==> src/rtl/boot_loader_pkg.sv <==
// ---------------------------------------------------------------------------
// boot_loader_pkg
//   Shared definitions for the UART program loader: frame-FSM and UART
//   receiver state encodings, the default frame start marker, field widths
//   and the 8-bit checksum helper.
//   No ports (package).
// ---------------------------------------------------------------------------
package boot_loader_pkg;

    // Frame parser states (3-bit encoding, IDLE..ERR).
    typedef enum logic [2:0] {
        ST_IDLE   = 3'd0,
        ST_LEN_H  = 3'd1,
        ST_LEN_L  = 3'd2,
        ST_DATA_H = 3'd3,
        ST_DATA_L = 3'd4,
        ST_CSUM   = 3'd5,
        ST_DONE   = 3'd6,
        ST_ERR    = 3'd7
    } boot_state_e;

    // UART receiver states.
    typedef enum logic [1:0] {
        RX_IDLE  = 2'd0,
        RX_START = 2'd1,
        RX_DATA  = 2'd2,
        RX_STOP  = 2'd3
    } rx_state_e;

    localparam logic [7:0] SYNC_BYTE_DEFAULT = 8'hA5;
    localparam int         WORD_W            = 16;   // RAM data width
    localparam int         LEN_W             = 16;   // frame length field width

    // Checksum accumulation stays in 8-bit modular arithmetic.
    function automatic logic [7:0] sum8(input logic [7:0] a, input logic [7:0] b);
        return a + b;
    endfunction

endpackage

==> src/rtl/boot_loader_if.sv <==
// ---------------------------------------------------------------------------
// boot_loader_if
//   Groups the loader's serial input, RAM write port and CPU control outputs.
//   Signals:
//     uart_rxd   serial input, idle high, 8N1, LSB first
//     mem_we     one-cycle RAM write strobe
//     mem_addr   RAM word address (ADDR_W bits)
//     mem_wdata  RAM write data (16 bits)
//     cpu_reset  high = CPU held in reset
//     boot_done  image loaded and checksum good
//     boot_err   framing, length or checksum failure
//   Modports:
//     master - the loader (drives RAM port and status, reads uart_rxd)
//     slave  - the system side (drives uart_rxd, consumes everything else)
// ---------------------------------------------------------------------------
interface boot_loader_if
    import boot_loader_pkg::*;
#(
    parameter int ADDR_W = 8
);
    logic                uart_rxd;
    logic                mem_we;
    logic [ADDR_W-1:0]   mem_addr;
    logic [WORD_W-1:0]   mem_wdata;
    logic                cpu_reset;
    logic                boot_done;
    logic                boot_err;

    modport master (
        input  uart_rxd,
        output mem_we, mem_addr, mem_wdata, cpu_reset, boot_done, boot_err
    );

    modport slave (
        output uart_rxd,
        input  mem_we, mem_addr, mem_wdata, cpu_reset, boot_done, boot_err
    );

endinterface

==> src/rtl/boot_loader_uart_rx.sv <==
// ---------------------------------------------------------------------------
// boot_loader_uart_rx
//   8N1 UART receiver: 2-flop synchroniser, falling-edge start detection,
//   mid-bit start re-check, mid-bit data and stop sampling.
//   Ports:
//     clock_50_b7a  in   system clock, rising edge
//     reset         in   asynchronous, active-high
//     rxd_i         in   raw serial line (idle high)
//     rx_data_o     out  received byte, valid with rx_valid_o
//     rx_valid_o    out  one-cycle pulse: byte received with good stop bit
//     rx_ferr_o     out  one-cycle pulse: stop bit sampled low
// ---------------------------------------------------------------------------
module boot_loader_uart_rx
    import boot_loader_pkg::*;
#(
    parameter int CLKS_PER_BIT = 434
) (
    input  logic       clock_50_b7a,
    input  logic       reset,
    input  logic       rxd_i,
    output logic [7:0] rx_data_o,
    output logic       rx_valid_o,
    output logic       rx_ferr_o
);

    localparam int CNT_W = $clog2(CLKS_PER_BIT + 1);
    localparam logic [CNT_W-1:0] HALF_LAST = CNT_W'(CLKS_PER_BIT / 2 - 1);
    localparam logic [CNT_W-1:0] FULL_LAST = CNT_W'(CLKS_PER_BIT - 1);

    logic             rxd_meta_q, rxd_sync_q, rxd_prev_q;
    rx_state_e        st_q, st_d;
    logic [CNT_W-1:0] cnt_q, cnt_d;
    logic [2:0]       bit_q, bit_d;
    logic [7:0]       shift_q, shift_d;
    logic             valid_q, valid_d;
    logic             ferr_q, ferr_d;

    // State register; synchroniser flops reset to the idle (high) level so
    // leaving reset never looks like a start bit.
    always_ff @(posedge clock_50_b7a or posedge reset) begin
        if (reset) begin
            rxd_meta_q <= 1'b1;
            rxd_sync_q <= 1'b1;
            rxd_prev_q <= 1'b1;
            st_q       <= RX_IDLE;
            cnt_q      <= '0;
            bit_q      <= '0;
            shift_q    <= '0;
            valid_q    <= 1'b0;
            ferr_q     <= 1'b0;
        end else begin
            rxd_meta_q <= rxd_i;
            rxd_sync_q <= rxd_meta_q;
            rxd_prev_q <= rxd_sync_q;
            st_q       <= st_d;
            cnt_q      <= cnt_d;
            bit_q      <= bit_d;
            shift_q    <= shift_d;
            valid_q    <= valid_d;
            ferr_q     <= ferr_d;
        end
    end

    // Next-state logic.
    always_comb begin
        st_d    = st_q;
        cnt_d   = cnt_q;
        bit_d   = bit_q;
        shift_d = shift_q;
        valid_d = 1'b0;
        ferr_d  = 1'b0;
        unique case (st_q)
            RX_IDLE: begin
                // Edge (not level) detect, so a line stuck low after a
                // framing error does not retrigger endlessly.
                if (rxd_prev_q && !rxd_sync_q) begin
                    st_d  = RX_START;
                    cnt_d = '0;
                end
            end
            RX_START: begin
                if (cnt_q == HALF_LAST) begin
                    cnt_d = '0;
                    bit_d = '0;
                    // A start bit that is high again at mid-bit is a glitch.
                    st_d  = rxd_sync_q ? RX_IDLE : RX_DATA;
                end else begin
                    cnt_d = cnt_q + CNT_W'(1);
                end
            end
            RX_DATA: begin
                if (cnt_q == FULL_LAST) begin
                    cnt_d   = '0;
                    shift_d = {rxd_sync_q, shift_q[7:1]};   // LSB arrives first
                    bit_d   = bit_q + 3'd1;
                    if (bit_q == 3'd7) begin
                        st_d = RX_STOP;
                    end
                end else begin
                    cnt_d = cnt_q + CNT_W'(1);
                end
            end
            RX_STOP: begin
                if (cnt_q == FULL_LAST) begin
                    cnt_d = '0;
                    st_d  = RX_IDLE;
                    if (rxd_sync_q) begin
                        valid_d = 1'b1;
                    end else begin
                        ferr_d  = 1'b1;
                    end
                end else begin
                    cnt_d = cnt_q + CNT_W'(1);
                end
            end
            default: st_d = RX_IDLE;
        endcase
    end

    // Outputs.
    always_comb begin
        rx_data_o  = shift_q;
        rx_valid_o = valid_q;
        rx_ferr_o  = ferr_q;
    end

endmodule

==> src/rtl/boot_loader.sv <==
// ---------------------------------------------------------------------------
// boot_loader
//   UART program loader. Receives a framed image
//     SYNC, LEN_H, LEN_L, N x (DATA_H, DATA_L), CSUM
//   writes each 16-bit word into the RAM write port, and releases the CPU
//   from reset once the 8-bit sum of LEN_H..CSUM is zero.
//   Ports:
//     clock_50_b7a  in   system clock, rising edge
//     reset         in   asynchronous, active-high; clears all state
//     bus           boot_loader_if.master:
//                     uart_rxd in; mem_we, mem_addr, mem_wdata,
//                     cpu_reset, boot_done, boot_err out
// ---------------------------------------------------------------------------
module boot_loader
    import boot_loader_pkg::*;
#(
    parameter int         CLKS_PER_BIT = 434,
    parameter int         ADDR_W       = 8,
    parameter logic [7:0] SYNC_BYTE    = SYNC_BYTE_DEFAULT
) (
    input  logic          clock_50_b7a,
    input  logic          reset,
    boot_loader_if.master bus
);

    // Largest legal image: a full address space.
    localparam logic [31:0] MAX_WORDS = 32'(2 ** ADDR_W);

    logic [7:0] rx_data;
    logic       rx_valid;
    logic       rx_ferr;

    boot_loader_uart_rx #(
        .CLKS_PER_BIT (CLKS_PER_BIT)
    ) u_rx (
        .clock_50_b7a (clock_50_b7a),
        .reset        (reset),
        .rxd_i        (bus.uart_rxd),
        .rx_data_o    (rx_data),
        .rx_valid_o   (rx_valid),
        .rx_ferr_o    (rx_ferr)
    );

    boot_state_e         state_q, state_d;
    logic [7:0]          sum_q, sum_d;
    logic [7:0]          len_hi_q, len_hi_d;
    logic [LEN_W-1:0]    len_q, len_d;
    logic [LEN_W-1:0]    wcnt_q, wcnt_d;
    logic [7:0]          data_hi_q, data_hi_d;
    logic                we_q, we_d;
    logic [ADDR_W-1:0]   addr_q, addr_d;
    logic [WORD_W-1:0]   wdata_q, wdata_d;

    logic [7:0]          sum_next;
    logic [LEN_W-1:0]    n_words;
    logic                in_frame;

    assign sum_next = sum8(sum_q, rx_data);
    assign n_words  = {len_hi_q, rx_data};
    // States where a framing error aborts the load.
    assign in_frame = (state_q == ST_LEN_H)  || (state_q == ST_LEN_L) ||
                      (state_q == ST_DATA_H) || (state_q == ST_DATA_L) ||
                      (state_q == ST_CSUM);

    // State register.
    always_ff @(posedge clock_50_b7a or posedge reset) begin
        if (reset) begin
            state_q   <= ST_IDLE;
            sum_q     <= '0;
            len_hi_q  <= '0;
            len_q     <= '0;
            wcnt_q    <= '0;
            data_hi_q <= '0;
            we_q      <= 1'b0;
            addr_q    <= '0;
            wdata_q   <= '0;
        end else begin
            state_q   <= state_d;
            sum_q     <= sum_d;
            len_hi_q  <= len_hi_d;
            len_q     <= len_d;
            wcnt_q    <= wcnt_d;
            data_hi_q <= data_hi_d;
            we_q      <= we_d;
            addr_q    <= addr_d;
            wdata_q   <= wdata_d;
        end
    end

    // Next-state logic: frame parsing, checksum, word counter, RAM port.
    always_comb begin
        state_d   = state_q;
        sum_d     = sum_q;
        len_hi_d  = len_hi_q;
        len_d     = len_q;
        wcnt_d    = wcnt_q;
        data_hi_d = data_hi_q;
        wdata_d   = wdata_q;
        we_d      = 1'b0;
        // Address advances the cycle after each strobe. Only one byte is
        // ever in flight, so this never collides with the SYNC clear below.
        addr_d    = we_q ? addr_q + ADDR_W'(1) : addr_q;

        if (rx_ferr) begin
            if (in_frame) begin
                state_d = ST_ERR;
            end
        end else if (rx_valid) begin
            unique case (state_q)
                ST_IDLE, ST_ERR: begin
                    if (rx_data == SYNC_BYTE) begin
                        state_d = ST_LEN_H;
                        sum_d   = '0;
                        wcnt_d  = '0;
                        addr_d  = '0;
                    end
                end
                ST_LEN_H: begin
                    len_hi_d = rx_data;
                    sum_d    = sum_next;
                    state_d  = ST_LEN_L;
                end
                ST_LEN_L: begin
                    sum_d  = sum_next;
                    len_d  = n_words;
                    wcnt_d = '0;
                    if (32'(n_words) > MAX_WORDS) begin
                        state_d = ST_ERR;
                    end else if (n_words == '0) begin
                        state_d = ST_CSUM;
                    end else begin
                        state_d = ST_DATA_H;
                    end
                end
                ST_DATA_H: begin
                    data_hi_d = rx_data;
                    sum_d     = sum_next;
                    state_d   = ST_DATA_L;
                end
                ST_DATA_L: begin
                    sum_d   = sum_next;
                    wdata_d = {data_hi_q, rx_data};
                    we_d    = 1'b1;
                    wcnt_d  = wcnt_q + LEN_W'(1);
                    state_d = (wcnt_q + LEN_W'(1) == len_q) ? ST_CSUM : ST_DATA_H;
                end
                ST_CSUM: begin
                    sum_d   = sum_next;
                    state_d = (sum_next == 8'd0) ? ST_DONE : ST_ERR;
                end
                ST_DONE: begin
                    state_d = ST_DONE;   // locked until reset
                end
                default: state_d = ST_IDLE;
            endcase
        end
    end

    // Outputs: RAM port straight from its registers, status decoded from state.
    always_comb begin
        bus.mem_we    = we_q;
        bus.mem_addr  = addr_q;
        bus.mem_wdata = wdata_q;
        bus.cpu_reset = (state_q != ST_DONE);
        bus.boot_done = (state_q == ST_DONE);
        bus.boot_err  = (state_q == ST_ERR);
    end

endmodule
==> src/flat_wrapper.sv <==
// flat-port wrapper written by rule: the top's interface ports become plain ports
module boot_loader_flat import boot_loader_pkg::*;
#(
    parameter int         CLKS_PER_BIT = 434,
    parameter int         ADDR_W       = 8,
    parameter logic [7:0] SYNC_BYTE    = SYNC_BYTE_DEFAULT
)
  (clock_50_b7a, reset, bus_uart_rxd, bus_mem_we, bus_mem_addr, bus_mem_wdata, bus_cpu_reset, bus_boot_done, bus_boot_err);
  boot_loader_if #(.ADDR_W(ADDR_W)) bus_i ();
  input  logic clock_50_b7a;
  input  logic reset;
  input wire logic [$bits(bus_i.uart_rxd)-1:0] bus_uart_rxd;
  output wire logic [$bits(bus_i.mem_we)-1:0] bus_mem_we;
  output wire logic [$bits(bus_i.mem_addr)-1:0] bus_mem_addr;
  output wire logic [$bits(bus_i.mem_wdata)-1:0] bus_mem_wdata;
  output wire logic [$bits(bus_i.cpu_reset)-1:0] bus_cpu_reset;
  output wire logic [$bits(bus_i.boot_done)-1:0] bus_boot_done;
  output wire logic [$bits(bus_i.boot_err)-1:0] bus_boot_err;
  assign bus_i.uart_rxd = bus_uart_rxd;
  assign bus_mem_we = bus_i.mem_we;
  assign bus_mem_addr = bus_i.mem_addr;
  assign bus_mem_wdata = bus_i.mem_wdata;
  assign bus_cpu_reset = bus_i.cpu_reset;
  assign bus_boot_done = bus_i.boot_done;
  assign bus_boot_err = bus_i.boot_err;
  boot_loader #(.CLKS_PER_BIT(CLKS_PER_BIT), .ADDR_W(ADDR_W), .SYNC_BYTE(SYNC_BYTE)) u_core (.clock_50_b7a(clock_50_b7a), .reset(reset), .bus(bus_i));
endmodule
==> config.mk <==
export PLATFORM = sky130hd
export DESIGN_NAME = boot_loader_flat
export DESIGN_NICKNAME = d
export VERILOG_FILES = /design/src/rtl/boot_loader_pkg.sv /design/src/rtl/boot_loader_if.sv /design/src/rtl/boot_loader_uart_rx.sv /design/src/rtl/boot_loader.sv /design/src/flat_wrapper.sv
export SDC_FILE = /design/constraint.sdc
export NUM_CORES = 1
export LEC_CHECK = 0
export BUFFER_PORTS_ARGS = -buffer_cell sky130_fd_sc_hd__buf_2
export CAP_MARGIN = 20
export CELL_PAD_IN_SITES_DETAIL_PLACEMENT = 1
export CELL_PAD_IN_SITES_GLOBAL_PLACEMENT = 1
export CORE_UTILIZATION = 24
export CTS_CLUSTER_DIAMETER = 120
export CTS_CLUSTER_SIZE = 20
export DETAILED_ROUTE_END_ITERATION = 7
export GPL_TIMING_DRIVEN = 0
export PLACE_DENSITY_LB_ADDON = 0.1
export SYNTH_ARGS = -nofsm -noshare
export SYNTH_HDL_FRONTEND = slang
export SYNTH_HIERARCHICAL = 1
export SYNTH_SLANG_ARGS = --single-unit
==> constraint.sdc <==
create_clock -name clock_50_b7a -period 5.2 [get_ports clock_50_b7a]
set_input_delay 0.52 -clock clock_50_b7a [delete_from_list [all_inputs] [get_ports clock_50_b7a]]
set_output_delay 0.52 -clock clock_50_b7a [all_outputs]
set_load 0.005 [all_outputs]
==> results.py, run 1 <==
metrics = {
    "worst_setup_path": {
        "start_kind": "register",
        "worstPathRequired_ns": 5.48,
        "worstSetupPathType": "register to register",
        "r2r.worst_path.cells": 7,
        "cp-end-kind": "register",
        "r2r-end": "u_core/state_q[2]",
        "path_max_fanout": 7,
        "r2r-start": "u_core/wcnt_q[0]",
        "critical_path_arrival_ns": 3.15,
        "rrSetupSlack_ns": 2.33,
    },
    "synthesis": {
        "synth_adder_area_share_pct": 3.35,
        "syn-instance-count": 568,
        "synthXorXnorAreaFrac_pct": 5.20,
        "synth.area.top_cells": "dfrtp_1, mux2_2, nand2_1",
        "synthArstFlopShare_pct": 100,
        "ys.flop_type": "dfrtp_1",
        "syn-num-nets": 586,
        "synth_compound_area_share_pct": 14.0,
        "muxShareOfSynthArea_pct": 8.28,
        "synth_top_family_by_area": "simple AND/OR/NAND/NOR gates",
        "synth_cell_types": 71,
        "ys_seq_area_share_pct": 47.8,
        "syn_area_mm2": 0.00582,
        "syn_area_per_cell_um2": 10.2,
        "post-synth-top-area-cell": "dfrtp_1",
        "netlist.area_leader.share_pct": 46.5,
        "synth_edf_count": 0,
        "yosysWarnings": 6,
        "synth_simple_gate_area_share_pct": 18.5,
        "ys_ff_latch": 111,
    },
    "route": {
        "ant_nets": 0,
        "drtIter0Drc": 141,
        "dr.pass1.iters": 4,
        "vias_per_cell": 4.74,
        "drt_wl_total_mm": 16.4,
        "vias": 4437,
        "drc_errors": 0,
        "drt-wirelength-per-cell_um": 17.5,
    },
    "finish": {
        "postLayoutCoreUtil_pct": 28.6,
        "antenna_cells": 0,
        "syn_to_final_growth_pct": 16.0,
        "final_cells": 937,
        "finalNetCount": 631,
        "drive_above_1_share_pct": 18.6,
        "finish.instance_area_mm2": 0.00675,
    },
    "floorplan": {
        "die_h_um": 158,
        "rows": 56,
        "fp.coreArea_mm2": 0.0236,
        "dieArea_mm2": 0.0249,
        "die_w_um": 158,
        "pin_count": 31,
        "start_util_pct": 24.6,
    },
    "grt": {
        "grt_antenna_before_repair": 0,
        "grt_pass1_wl_mm": 26.9,
        "grt_overflow": 0,
        "first_global_vias": 4833,
        "grt_max_degree": 47,
        "globalRouteTotalUtil_pct": 14.2,
    },
    "placement": {
        "dp_hpwl_mm": 11.9,
        "post-place-ws_ns": 2.26,
        "dp.cells": 920,
        "place_area_mm2": 0.00643,
        "place.gp.congestion": 0.728,
        "portBuffers": 30,
    },
    "timing": {
        "slew_violations": 0,
        "fin_crit_sh_pct": 55.3,
        "max_slew_margin_pct": 44.7,
        "fin_crit_ns": 2.87,
        "finalHoldViolations": 0,
        "setup_ws_ns": 2.33,
        "rsz0062_at_grt": "no",
        "setup_viol": 0,
        "clock_skew_ns": 0.00757,
        "worstMarginPinSlew_ns": 0.824,
        "setup-tns-final_ns": 0,
        "fmax_mhz": 348,
    },
    "status": {
        "outcome": "finished clean",
    },
    "clock_tree": {
        "htreeDepth": 3,
        "clock_latency_ns": 0.36,
        "clk_pin_slew_ns": 0.07,
        "cts_resized": 0,
        "cts-buffers-inserted": 9,
        "cts_hold_buf": 0,
        "cts_buffer_depth": 2,
        "ctsRootBufferMaster": "clkbuf_16",
        "cts_setup_buffers": 0,
        "tritoncts": "built",
        "cts.sinks": 111,
    },
    "power": {
        "leakagePower_nw": 3.19,
        "peakVddDrop_uv": 146,
        "p_per_area_mw_per_mm2": 270,
    },
    "job": {
        "drv_cap": 0,
    },
    "min_path": {
        "min_path_type": "input port to async pin",
    },
}
-- layer usage --
metal,track usage (%),up-vias,share of wire [%]
met2,24.9,18,51
li1,-,2144,-
met4,3.47,0,0.95
met1,17.9,2266,47
met5,0,-,0
met3,2.49,9,1.3
-- logic make-up (layout without fill, tap and decap cells) --
group	count (synthesis)	after routing
xor gates and xnor gates	33	33
DFF	111	111
and+or+nand+nor	213	213
AOI/OAI and AO/OA	118	118
adders and majority gates	15	15
muxes	43	43
buffers and inverters	35	85
-- worst max path at each step --
| stage | start | end | slack, ns | depth (start not counted) |
|---|---|---|---|---|
| 5_1_grt | u_core/wcnt_q[0] | u_core/state_q[2] | 2.13 | 7 |
| 3_5_place_dp | u_core/wcnt_q[0] | u_core/state_q[2] | 2.26 | 7 |
| 3_3_place_gp | reset | u_core/sum_q[3] | 1.22 | 2 |
| 4_1_cts | u_core/wcnt_q[0] | u_core/state_q[2] | 2.24 | 7 |
| 6_report | u_core/wcnt_q[0] | u_core/state_q[2] | 2.33 | 7 |
| 2_1_floorplan | reset | u_core/bus.mem_addr[0] | 2.51 | 1 |
-- power breakdown --
part | internal (mW) | switching, mW
Clock | 0.390 | 0.338
Sequential | 0.887 | 0.0321
Combinational | 0.0692 | 0.105
Total | 1.35 | 0.475
-- per-stage QoR --
step                hold WS, ns  power (mW)
CTS                       0.234        1.86
detailed placement        0.354        1.11
global placement          0.349        1.10
global route              0.234        1.91
finish                    0.212        1.82
floorplan                 0.345        1.05
-- critical path: stages (launching register included) --
cell and delay, ns:
dfrtp_1 0.49, ha_1 0.33, and3_1 0.32, nand2_1 0.24, o41ai_1 0.54, nand4_1 0.20
or4b_1 0.55, o21ai_1 0.14
-- layout make-up --
type                       count  area [um2]
sequential                   111        2780
clock inverter                 6        68.8
multi-input combinational    422        2870
fill                        2740       16900
timing repair buffer          34         220
inverter                      11        43.8
clock buffer                  10         239
buffer                        24         128
tap                          319         399
-- placed cells by master (no fill, tap or decap), types with 3 or more instances in the layout --
master / instances
nor4_1: 10
o31a_1: 3
a21boi_0: 3
a211o_1: 3
ha_1: 14
mux2_2: 39
o211ai_1: 3
and3_1: 5
nand2_1: 94
clkbuf_1: 16
o22ai_1: 6
a2111oi_0: 3
nor2b_1: 6
a31oi_1: 3
buf_2: 33
xnor2_1: 19
a22o_1: 8
xor2_1: 13
o21ai_0: 21
or3_1: 4
nand3_1: 15
a211oi_1: 3
dfstp_2: 3
inv_1: 10
and4_1: 5
o31ai_1: 9
o21a_1: 4
clkbuf_16: 9
buf_6: 4
nor2_1: 30
nand2b_1: 4
a21oi_1: 17
o21ai_1: 12
o41ai_1: 5
dfrtp_1: 108
nand4_1: 4
nor3_1: 13
-- flip-flops by register name, summed over array words and instances, names as in the netlist, 8 cells and up, named ones only --
register               count
u_core/bus.mem_wdata      16
u_core/len_q              16
u_core/wcnt_q             16
u_core/u_rx/cnt_q          9
u_core/bus.mem_addr        8
u_core/data_hi_q           8
u_core/len_hi_q            8
u_core/sum_q               8
u_core/u_rx/rx_data_o      8
-- Yosys cell counts, drive strengths merged (4+ instances only) --
| master | instances |
|---|---|
| a211oi | 4 |
| a21boi | 4 |
| a21oi | 17 |
| a22o | 8 |
| and3 | 5 |
| and4 | 6 |
| buf | 8 |
| clkbuf | 16 |
| dfrtp | 108 |
| ha | 14 |
| inv | 11 |
| mux2 | 41 |
| nand2 | 94 |
| nand2b | 4 |
| nand3 | 16 |
| nand4 | 6 |
| nor2 | 30 |
| nor2b | 6 |
| nor3 | 13 |
| nor4 | 10 |
| o21a | 4 |
| o21ai | 34 |
| o22ai | 6 |
| o31ai | 9 |
| o41ai | 5 |
| or3 | 4 |
| xnor2 | 19 |
| xor2 | 13 |
Note: power is estimated with default switching activity, not from simulation.
==> run 2: changes to the inputs <==
Settings changed: ABC_AREA from default to 1.
Clock period 5.2 ns to 2.5 ns, I/O delays scaled along.
==> results.py, run 2 <==
metrics = {
    "status": {
        "outcome": "finished clean",
    },
    "clock_tree": {
        "tritoncts": "built",
        "cts-buffers-inserted": 9,
        "ctsRootBufferMaster": "clkbuf_16",
        "clk_pin_slew_ns": 0.08,
        "cts_buffer_depth": 2,
        "cts.sinks": 111,
        "cts_setup_buffers": 0,
        "htreeDepth": 3,
        "clock_latency_ns": 0.36,
    },
    "worst_setup_path": {
        "worstSetupPathType": "register to register",
        "start_kind": "register",
        "worstPathRequired_ns": 2.76,
        "path_max_fanout": 6,
        "critical_path_arrival_ns": 2.50,
        "rrSetupSlack_ns": 0.25,
        "cp-end-kind": "register",
    },
    "route": {
        "wl_met1_mm": 8.30,
        "ant_nets": 0,
        "vias": 4954,
        "route.met3.wl_um": 523,
        "drc_errors": 0,
        "vias_per_cell": 4.50,
        "routed.top_layer": "met4",
        "wl_met2_mm": 8.40,
        "drt_wl_total_mm": 17.4,
        "dr.pass1.iters": 4,
        "drt-wirelength-per-cell_um": 15.7,
        "drtIter0Drc": 150,
    },
    "synthesis": {
        "ys.flop_type": "dfrtp_1",
        "netlist.area_leader.share_pct": 46.5,
        "ys_seq_area_share_pct": 47.9,
        "yosys-top-cells-count": "nand2_1, dfrtp_1, inv_1, o21ai_0, nor2_1",
        "post-synth-top-area-cell": "dfrtp_1",
        "synth_cell_types": 37,
        "synth.area.top_cells": "dfrtp_1, nand2_1, inv_1",
        "ys_ff_latch": 111,
        "syn_area_mm2": 0.00581,
        "yosysWarnings": 6,
        "yosysMostFrequentCell": "nand2_1",
        "syn_area_per_cell_um2": 7.92,
        "syn-num-nets": 751,
        "syn-instance-count": 733,
        "synthArstFlopShare_pct": 100,
        "synth_edf_count": 0,
    },
    "job": {
        "drv_cap": 0,
    },
    "timing": {
        "fmax_mhz": 445,
        "max_slew_margin_pct": 50.4,
        "worstMarginPinSlew_ns": 0.738,
        "fin_crit_ns": 2.25,
        "fin_crit_sh_pct": 89.9,
        "slew_violations": 0,
        "holdWs_ns": 0.358,
        "rsz0062_at_grt": "no",
        "clock_skew_ns": 0.0113,
        "setup_viol": 0,
        "finalHoldViolations": 0,
    },
    "finish": {
        "mostFrequentLayoutCell": "nand2_1",
        "final_cells": 1102,
        "antenna_cells": 0,
        "finish.instance_area_mm2": 0.00675,
        "drive_above_1_share_pct": 11.7,
        "mostFrequentLayoutCells": "nand2_1, dfrtp_1, inv_1",
        "finalNetCount": 796,
        "syn_to_final_growth_pct": 16.2,
    },
    "grt": {
        "grt_max_degree": 58,
        "grt_pass1_wl_mm": 28.5,
        "first_global_vias": 5325,
        "grt_antenna_before_repair": 0,
        "globalRouteTotalUtil_pct": 15.2,
        "grt_overflow": 0,
    },
    "power": {
        "leakagePower_nw": 3.20,
        "p_per_area_mw_per_mm2": 568,
        "peakVddDrop_uv": 340,
    },
    "placement": {
        "portBuffers": 30,
        "dp_hpwl_mm": 13.3,
        "place.gp.congestion": 0.792,
        "place_area_mm2": 0.00641,
        "dp.cells": 1084,
    },
    "floorplan": {
        "start_util_pct": 24.6,
        "pin_count": 31,
        "fp.coreArea_mm2": 0.0236,
        "rows": 56,
        "die_w_um": 158,
        "die_h_um": 158,
        "dieArea_mm2": 0.0248,
    },
    "min_path": {
        "min_path_type": "register to register",
    },
}
[run 2: final timing paths]
check,start,to,cells past startpoint
worst max-delay path,u_core/wcnt_q[1],u_core/state_q[1],16
worst min-delay path,u_core/u_rx/rxd_meta_q,u_core/u_rx/rxd_sync_q,0
worst max register to register,u_core/wcnt_q[1],u_core/state_q[1],16
worst min register to register,u_core/u_rx/rxd_meta_q,u_core/u_rx/rxd_sync_q,0
max in group asynchronous,reset,u_core/data_hi_q[2],4
min in group asynchronous,reset,u_core/wcnt_q[4],3
[run 2: kinds of logic (layout without fill, tap and decap cells)]
family	Yosys count	count (layout)	synth area share, %
simple gates	373	373	28.6
compound gates	111	111	10.4
flops	111	111	47.9
buf+inv	105	155	6.98
xor+xnor	17	17	2.56
fa+ha+maj	15	15	3.36
mux	1	1	0.172
[run 2: per-layer routing]
layer  up-vias  GRT usage, %
met5         -             0
li1       2466             -
met1      2426          19.6
met2        54          25.9
met3         8          3.50
met4         0          2.96
[run 2: timing repair]
item                                   in CTS  in global routing
hold buffers                                2                  0
gates resized for setup                     0                  2
endpoints found under the hold margin      35                  0
setup endpoints to repair                   0                  2
[run 2: final cells by class]
| class | count | area, um2 |
|---|---|---|
| plain buffers | 12 | 56.3 |
| clock buffers | 11 | 243 |
| clock inverters | 5 | 65.1 |
| fillers | 2880 | 16900 |
| inverters | 93 | 352 |
| multi-input cells | 517 | 2630 |
| flip-flops and latches | 111 | 2780 |
| well taps | 319 | 399 |
| repair buffers | 34 | 225 |
[run 2: worst max-delay path: stages (launching register included)]
cell and delay, ns:
dfrtp_1 0.45, ha_1 0.24, nand2_1 0.13, nor2_4 0.22, nand2_1 0.12, nor2_1 0.10
nand2_1 0.07, nand2_1 0.08, nand2_1 0.05, nand2_1 0.05, nand2_1 0.06, nor2_2 0.18
nand3_1 0.12, nand2_1 0.08, nand3_1 0.08, nand2_1 0.07, inv_1 0.04
[run 2: power breakdown]
part	switching [mW]	leakage [nW]	internal (mW)
registers	0.0622	1.53	1.84
logic	0.283	1.52	0.124
clock network	0.710	0.150	0.816
[run 2: through the flow]
| step | util (%) | setup slack, ns | total power [mW] | setup TNS [ns] |
|---|---|---|---|---|
| final | 28.6 | 0.254 | 3.83 | 0 |
| after global routing | 28.6 | 0.0139 | 4.03 | 0 |
| after CTS | 28.6 | 0.196 | 3.93 | 0 |
| after detailed placement | 27.2 | 0.206 | 2.35 | 0 |
| after global placement | 26.9 | -1.37 | 2.32 | -114.57 |
| after floorplan | - | 0.0849 | 2.22 | 0 |
